$ cat src/rtl/xgmii_pkg.sv
// XGMII shared definitions: control codes, canned Idle/Error words,
// lane decode helpers and the pacer state encoding.
package xgmii_pkg;

    localparam logic [7:0] XGMII_IDLE  = 8'h07;
    localparam logic [7:0] XGMII_START = 8'hFB;
    localparam logic [7:0] XGMII_TERM  = 8'hFD;
    localparam logic [7:0] XGMII_ERROR = 8'hFE;

    localparam logic [63:0] IDLE_WORD  = {8{XGMII_IDLE}};
    localparam logic [63:0] ERROR_WORD = {8{XGMII_ERROR}};
    localparam logic [7:0]  CTRL_ALL   = 8'hFF;

    typedef enum logic [1:0] {
        IDLE     = 2'd0,
        IN_FRAME = 2'd1,
        DROP     = 2'd2
    } pacer_state_t;

    function automatic logic lane_is(
        input logic [63:0] d,
        input logic [7:0]  c,
        input logic [2:0]  lane,
        input logic [7:0]  code
    );
        return c[lane] && (d[{lane, 3'b000} +: 8] == code);
    endfunction

    function automatic logic has_start(
        input logic [63:0] d,
        input logic [7:0]  c
    );
        return lane_is(d, c, 3'd0, XGMII_START) ||
               lane_is(d, c, 3'd4, XGMII_START);
    endfunction

    function automatic logic has_term(
        input logic [63:0] d,
        input logic [7:0]  c
    );
        logic r;
        r = 1'b0;
        for (int k = 0; k < 8; k++) begin
            r = r | lane_is(d, c, 3'(k), XGMII_TERM);
        end
        return r;
    endfunction

    // True when a Terminate sits in a lane above the Start lane, i.e.
    // the frame opened by this word is also closed by it.
    function automatic logic term_after_start(
        input logic [63:0] d,
        input logic [7:0]  c
    );
        logic r;
        int   first;
        r     = 1'b0;
        first = lane_is(d, c, 3'd0, XGMII_START) ? 1 : 5;
        for (int k = 0; k < 8; k++) begin
            if (k >= first) begin
                r = r | lane_is(d, c, 3'(k), XGMII_TERM);
            end
        end
        return r;
    endfunction

endpackage

$ cat src/rtl/xgmii_sync_fifo.sv
// Single-clock FIFO, DEPTH entries (power of two) of WIDTH bits.
// Ports: clk_i, rst_i (sync, active-high), push_i/wdata_i, pop_i/rdata_o
// (head word, valid while !empty_o), full_o, empty_o, count_o.
module xgmii_sync_fifo #(
    parameter int DEPTH = 4,
    parameter int WIDTH = 72
) (
    input  logic                   clk_i,
    input  logic                   rst_i,
    input  logic                   push_i,
    input  logic [WIDTH-1:0]       wdata_i,
    input  logic                   pop_i,
    output logic [WIDTH-1:0]       rdata_o,
    output logic                   full_o,
    output logic                   empty_o,
    output logic [$clog2(DEPTH):0] count_o
);

    localparam int AW = $clog2(DEPTH);

    logic [WIDTH-1:0] mem_q [DEPTH];
    logic [AW-1:0]    wr_ptr_q, wr_ptr_d;
    logic [AW-1:0]    rd_ptr_q, rd_ptr_d;
    logic [AW:0]      count_q, count_d;
    logic             do_push, do_pop;

    always_comb begin
        do_push  = push_i && (count_q != (AW+1)'(DEPTH));
        do_pop   = pop_i && (count_q != '0);
        wr_ptr_d = wr_ptr_q + AW'(do_push);
        rd_ptr_d = rd_ptr_q + AW'(do_pop);
        count_d  = count_q + (AW+1)'(do_push) - (AW+1)'(do_pop);
    end

    always_ff @(posedge clk_i) begin
        if (rst_i) begin
            wr_ptr_q <= '0;
            rd_ptr_q <= '0;
            count_q  <= '0;
        end else begin
            wr_ptr_q <= wr_ptr_d;
            rd_ptr_q <= rd_ptr_d;
            count_q  <= count_d;
        end
    end

    always_ff @(posedge clk_i) begin
        if (do_push) begin
            mem_q[wr_ptr_q] <= wdata_i;
        end
    end

    assign rdata_o = mem_q[rd_ptr_q];
    assign full_o  = (count_q == (AW+1)'(DEPTH));
    assign empty_o = (count_q == '0);
    assign count_o = count_q;

endmodule

$ cat src/rtl/xgmii_tx_pacer.sv
// XGMII TX pacer: buffers upstream words and presents one word every
// other cycle to the PCS with an alternating strobe; underflow inside a
// frame emits Error then drops the rest of that frame.
// Ports: tx_user_clk_i, tx_user_rst_i (sync, active-high);
//   s_txd_i/s_txc_i/s_valid_i/s_ready_o upstream handshake;
//   xgmii_txd_o/xgmii_txc_o/xgmii_txd_vld_o to PCS;
//   underflow_o, protocol_err_o one-cycle pulses.
// Macro XGMII_TX_PACER_STATS_EN adds frame_cnt_o and underflow_cnt_o.
module xgmii_tx_pacer
    import xgmii_pkg::*;
#(
    parameter int FIFO_DEPTH = 4,
    parameter int CNT_W      = 32
) (
    input  logic        tx_user_clk_i,
    input  logic        tx_user_rst_i,
    input  logic [63:0] s_txd_i,
    input  logic [7:0]  s_txc_i,
    input  logic        s_valid_i,
    output logic        s_ready_o,
    output logic [63:0] xgmii_txd_o,
    output logic [7:0]  xgmii_txc_o,
    output logic        xgmii_txd_vld_o,
    output logic        underflow_o,
    output logic        protocol_err_o
`ifdef XGMII_TX_PACER_STATS_EN
    ,
    output logic [CNT_W-1:0] frame_cnt_o,
    output logic [CNT_W-1:0] underflow_cnt_o
`endif
);

    localparam int CW = $clog2(FIFO_DEPTH) + 1;

    logic [71:0]   fifo_rdata;
    logic          fifo_full;
    logic          fifo_empty;
    logic [CW-1:0] fifo_count;
    logic [CW:0]   count_nxt;

    logic          push, pop, load;
    logic [63:0]   head_d;
    logic [7:0]    head_c;
    logic          head_start, head_term, head_opens;

    pacer_state_t  state_q, state_d;
    logic          phase_q, phase_d;
    logic [63:0]   txd_q, txd_d;
    logic [7:0]    txc_q, txc_d;
    logic          ready_q, ready_d;
    logic          ufl_q, ufl_d;
    logic          perr_q, perr_d;

    xgmii_sync_fifo #(
        .DEPTH (FIFO_DEPTH),
        .WIDTH (72)
    ) u_fifo (
        .clk_i   (tx_user_clk_i),
        .rst_i   (tx_user_rst_i),
        .push_i  (push),
        .wdata_i ({s_txc_i, s_txd_i}),
        .pop_i   (pop),
        .rdata_o (fifo_rdata),
        .full_o  (fifo_full),
        .empty_o (fifo_empty),
        .count_o (fifo_count)
    );

    // Output registers reload only when phase is low; the word is then
    // held through the strobe-high cycle and the following strobe-low one.
    assign load       = !phase_q;
    assign push       = s_valid_i && ready_q && !fifo_full;
    assign head_d     = fifo_rdata[63:0];
    assign head_c     = fifo_rdata[71:64];
    assign head_start = has_start(head_d, head_c);
    assign head_term  = has_term(head_d, head_c);
    assign head_opens = head_start && !term_after_start(head_d, head_c);

    always_comb begin
        state_d = state_q;
        txd_d   = txd_q;
        txc_d   = txc_q;
        ufl_d   = 1'b0;
        perr_d  = 1'b0;
        pop     = 1'b0;
        phase_d = !phase_q;

        if (load) begin
            unique case (state_q)
                IDLE: begin
                    if (fifo_empty) begin
                        txd_d = IDLE_WORD;
                        txc_d = CTRL_ALL;
                    end else begin
                        pop   = 1'b1;
                        txd_d = head_d;
                        txc_d = head_c;
                        if (head_opens) begin
                            state_d = IN_FRAME;
                        end
                    end
                end
                IN_FRAME: begin
                    if (fifo_empty) begin
                        txd_d   = ERROR_WORD;
                        txc_d   = CTRL_ALL;
                        ufl_d   = 1'b1;
                        state_d = DROP;
                    end else begin
                        pop   = 1'b1;
                        txd_d = head_d;
                        txc_d = head_c;
                        if (head_term) begin
                            state_d = IDLE;
                        end else if (head_start) begin
                            perr_d = 1'b1;
                        end
                    end
                end
                DROP: begin
                    txd_d = IDLE_WORD;
                    txc_d = CTRL_ALL;
                    if (!fifo_empty) begin
                        pop = 1'b1;
                        if (head_term) begin
                            state_d = IDLE;
                        end
                    end
                end
                default: begin
                    state_d = IDLE;
                end
            endcase
        end

        // Ready looks at the occupancy after this edge, so a slot freed
        // by a pop is only offered upstream on the next cycle.
        count_nxt = {1'b0, fifo_count}
                  + (CW+1)'(push)
                  - (CW+1)'(pop);
        ready_d   = count_nxt < (CW+1)'(FIFO_DEPTH);
    end

    always_ff @(posedge tx_user_clk_i) begin
        if (tx_user_rst_i) begin
            state_q <= IDLE;
            phase_q <= 1'b0;
            txd_q   <= IDLE_WORD;
            txc_q   <= CTRL_ALL;
            ready_q <= 1'b0;
            ufl_q   <= 1'b0;
            perr_q  <= 1'b0;
        end else begin
            state_q <= state_d;
            phase_q <= phase_d;
            txd_q   <= txd_d;
            txc_q   <= txc_d;
            ready_q <= ready_d;
            ufl_q   <= ufl_d;
            perr_q  <= perr_d;
        end
    end

    assign s_ready_o       = ready_q;
    assign xgmii_txd_o     = txd_q;
    assign xgmii_txc_o     = txc_q;
    assign xgmii_txd_vld_o = phase_q;
    assign underflow_o     = ufl_q;
    assign protocol_err_o  = perr_q;

`ifdef XGMII_TX_PACER_STATS_EN
    logic [CNT_W-1:0] frame_cnt_q, frame_cnt_d;
    logic [CNT_W-1:0] underflow_cnt_q, underflow_cnt_d;
    logic             frame_inc;

    always_comb begin
        frame_inc = load && (state_q == IDLE) && !fifo_empty && head_start;
        frame_cnt_d     = frame_cnt_q;
        underflow_cnt_d = underflow_cnt_q;
        if (frame_inc && (frame_cnt_q != '1)) begin
            frame_cnt_d = frame_cnt_q + 1'b1;
        end
        if (ufl_d && (underflow_cnt_q != '1)) begin
            underflow_cnt_d = underflow_cnt_q + 1'b1;
        end
    end

    always_ff @(posedge tx_user_clk_i) begin
        if (tx_user_rst_i) begin
            frame_cnt_q     <= '0;
            underflow_cnt_q <= '0;
        end else begin
            frame_cnt_q     <= frame_cnt_d;
            underflow_cnt_q <= underflow_cnt_d;
        end
    end

    assign frame_cnt_o     = frame_cnt_q;
    assign underflow_cnt_o = underflow_cnt_q;
`endif

endmodule

$ cat config.mk
export PLATFORM = sky130hd
export DESIGN_NAME = xgmii_tx_pacer
export DESIGN_NICKNAME = d
export VERILOG_FILES = /design/src/rtl/xgmii_pkg.sv /design/src/rtl/xgmii_sync_fifo.sv /design/src/rtl/xgmii_tx_pacer.sv
export SDC_FILE = /design/constraint.sdc
export NUM_CORES = 1
export LEC_CHECK = 0
export BUFFER_PORTS_ARGS = -buffer_cell sky130_fd_sc_hd__buf_2
export CORE_MARGIN = 5
export CORE_UTILIZATION = 52
export CTS_CLUSTER_DIAMETER = 200
export CTS_CLUSTER_SIZE = 10
export DETAILED_ROUTE_END_ITERATION = 10
export PLACE_DENSITY_LB_ADDON = 0.05
export SKIP_LAST_GASP = 1
export SYNTH_ARGS = -nofsm -noshare
export SYNTH_HDL_FRONTEND = slang
export SYNTH_HIERARCHICAL = 1
export SYNTH_SLANG_ARGS = --single-unit
$ cat constraint.sdc
create_clock -name tx_user_clk_i -period 8.1 [get_ports tx_user_clk_i]
set_input_delay 1.62 -clock tx_user_clk_i [delete_from_list [all_inputs] [get_ports tx_user_clk_i]]
set_output_delay 1.62 -clock tx_user_clk_i [all_outputs]
set_load 0.02 [all_outputs]
==> metrics <==
clock transition at the registers of the reported paths=0.06 ns; Critical Path Slowest Stage Cell=dfxtp_4; WS Path Type=register to register; die area=0.0304 mm²; post-synth top area share=61.6%; WHS Path Cells=2; sequential share of the synthesized area=73.7%; FF-to-FF setup slack=4.08 ns; routed length per instance=23.2 µm; Initial Util=52.4%; hold buffer count at cts=0; vias in the first global route=roughly 8400; Port Buf Inserts=150; CP max stage delay=0.82 ns; Avg Synthesized Cell Area=17.2 µm²; synthesized cell area=0.0140 mm²; Post-Syn Instances=just over 800; vias after detailed routing=7847; RSZ-0062 raised after global routing=no; Synth top cells by count=288 x edfxtp_1, 85 x dfxtp_1, 72 x mux4_2, 64 x nand2_1, 51 x a21oi_1; detailed-route wire length=31400 µm; GPL Wtd Cong=0.764; Worst Path Arrival=4.45 ns; instance count on the critical path=8; num rows=60; Worst Tran Pin Value=1.17 ns; Via density=a little under 6; post-CTS setup repair buffer count=0; Synth async-reset ratio=0%; Clock Sinks=373; status=complete, no violations; synth unique cells=50; Die Ht=around 170 µm; final hold viol count=0; HPWL Detailed=19100 µm; max-cap violation count=0; Layout Skew=between 0.015 and 0.02 ns; CTS tree=done; Worst-Skew Late Latency=approximately 0.53 ns; antenna-violating nets left=0; number of remaining DRC errors=0; syn_nets=901; Synth Flop Type=edfxtp_1; Crit Path Max Fanout=41; count of pins over their slew limit=0; cell taking the most area after synthesis=edfxtp_1; FILL cells=1974; CP delay by family, top=simple AND/OR/NAND/NOR gates; top area cells in the synthesized netlist=edfxtp_1 62%, dfxtp_1 12%, mux4_2 12%, a21oi_1 1.8%, nand2_1 1.7%; critical path, cell by cell=buf_4, mux4_2, nand4_1, nor4b_1, or4_4, nand2b_4, or4_4, a311oi_2; Detailed Routing Iterations Pass 1=7; Clock H-tree levels=2; die width=174 µm; Core Box Area=0.0268 mm²; layout cell share with drive strength beyond 1=a little under a third; footprint of the multi-input gates=0.00343 mm²; PwrDens=between 300 and 400 mW/mm²; worst min path class=register to register; Worst slew margin=22.2%; post-cts sizing count=0; flops & latches, synth=between 300 and 400; GRT overflow=0; CP required=8.53 ns; period utilization=49.7%; DR iter-0 viols=a little under 700; worst vdd ir=0.187 mV; Syn-to-layout area delta=16.6%; total CTS buffers=43; minimum clock period=4.02 ns; initial antenna violation count=3; leakage power=roughly 5.5 nW; pin count of the biggest net entering global routing=76; reg2reg path depth=8; fmax=249 MHz; Ports=151; Register Area=0.0104 mm²; Setup crit start kind=register; Worst Path Buf+Inv=1; EDFF count, synth=288; Root Driver=clkbuf_16; Yosys warnings=6; nets@finish=around 1100; Total GRT Usage=a little over a fifth; Worst path most repeated cell=or4_4; top-count cell post-synth=edfxtp_1; Longest Clk Path Bufs=3; hold slack final=0.446 ns; endpoint class of the critical path=register; setup TNS=0 ns; setup violators final=0; first-pass GRT wire length=between 40000 and 50000 µm
-- sequential cells by signal (all words and copies together), names as in the netlist --
name and cells:
u_fifo/count_o 3, xgmii_txd_o 64, u_fifo/mem_q 288, u_fifo/rd_ptr_q 2, state_q 2, s_ready_o 1, xgmii_txd_vld_o 1, u_fifo/wr_ptr_q 2
xgmii_txc_o 8, underflow_o 1, protocol_err_o 1
-- path summary, 6_finish.rpt --
check | endpoint | startpoint
worst max-delay path | state_q[0] | u_fifo/rd_ptr_q[0]
worst min-delay path | xgmii_txd_o[14] | xgmii_txd_o[14]
worst max register to register | state_q[0] | u_fifo/rd_ptr_q[0]
worst min register to register | xgmii_txd_o[14] | xgmii_txd_o[14]
-- placed cells by master (no fill, tap or decap), drive strengths merged, types with 4 or more instances in the layout --
cell    instances
edfxtp        288
buf           162
dfxtp          85
clkbuf         77
mux4           72
nand2          65
o21ai          59
a21oi          51
nand3          22
nor2           21
inv            17
nand2b         11
ha              9
a211o           8
o22ai           8
nand4           8
a31oi           6
nor4            6
nor3            5
nor4b           4
-- logic make-up after synthesis --
family	Yosys count	synth area share [%]
simple gates	158	5.79
xor+xnor	5	0.312
flops	373	73.7
mux	72	11.5
compound gates	139	5.55
buf+inv	59	2.16
fa+ha+maj	10	0.944
-- stage by stage --
step                      area [µm²]  utilization (%)  setup WS (ns)  total power [mW]  std cells
after floorplan                14000                -          0.103              3.15        816
after global placement         15100             56.4           3.69              3.49       1275
after detailed placement       15100             56.4           3.59              3.51       1275
after CTS                      16400             61.1           4.00              5.24       1355
after global routing           16400             61.1           3.75              5.44       1356
final                          16400             61.1           4.08              5.19       1356
-- tightest hold or removal path, stage by stage, from the launching register on --
cell,delay [ns]
dfxtp_1,0.30
nand2_1,0.05
a21oi_1,0.05
-- routing by layer --
metal / track usage (%) / share of wire [%] / up-vias / wire length [µm]
met2: 35.4 / 51 / 269 / 15900
met3: 4.35 / 6.5 / 49 / 2050
li1: - / - / 3531 / -
met4: 4.98 / 1.7 / 4 / 527
met5: 0 / 0.086 / - / 27
met1: 27.8 / 41 / 3994 / 12900
-- power breakdown --
part / switching [mW] / internal, mW / total (mW)
registers: 0.113 / 2.26 / 2.38
clock network: 0.708 / 1.02 / 1.73
logic: 0.685 / 0.397 / 1.08
total: 1.51 / 3.68 / 5.19
-- final cells by class --
class	instances	area share, %
clock inverter	3	0.206
tap	341	2.61
clock buffer	77	7.48
sequential	373	63.3
multi-input combinational	384	20.9
antenna	1	0.0153
inverter	15	0.344
timing repair buffer	162	5.14
(Power assumes the default switching activity.)
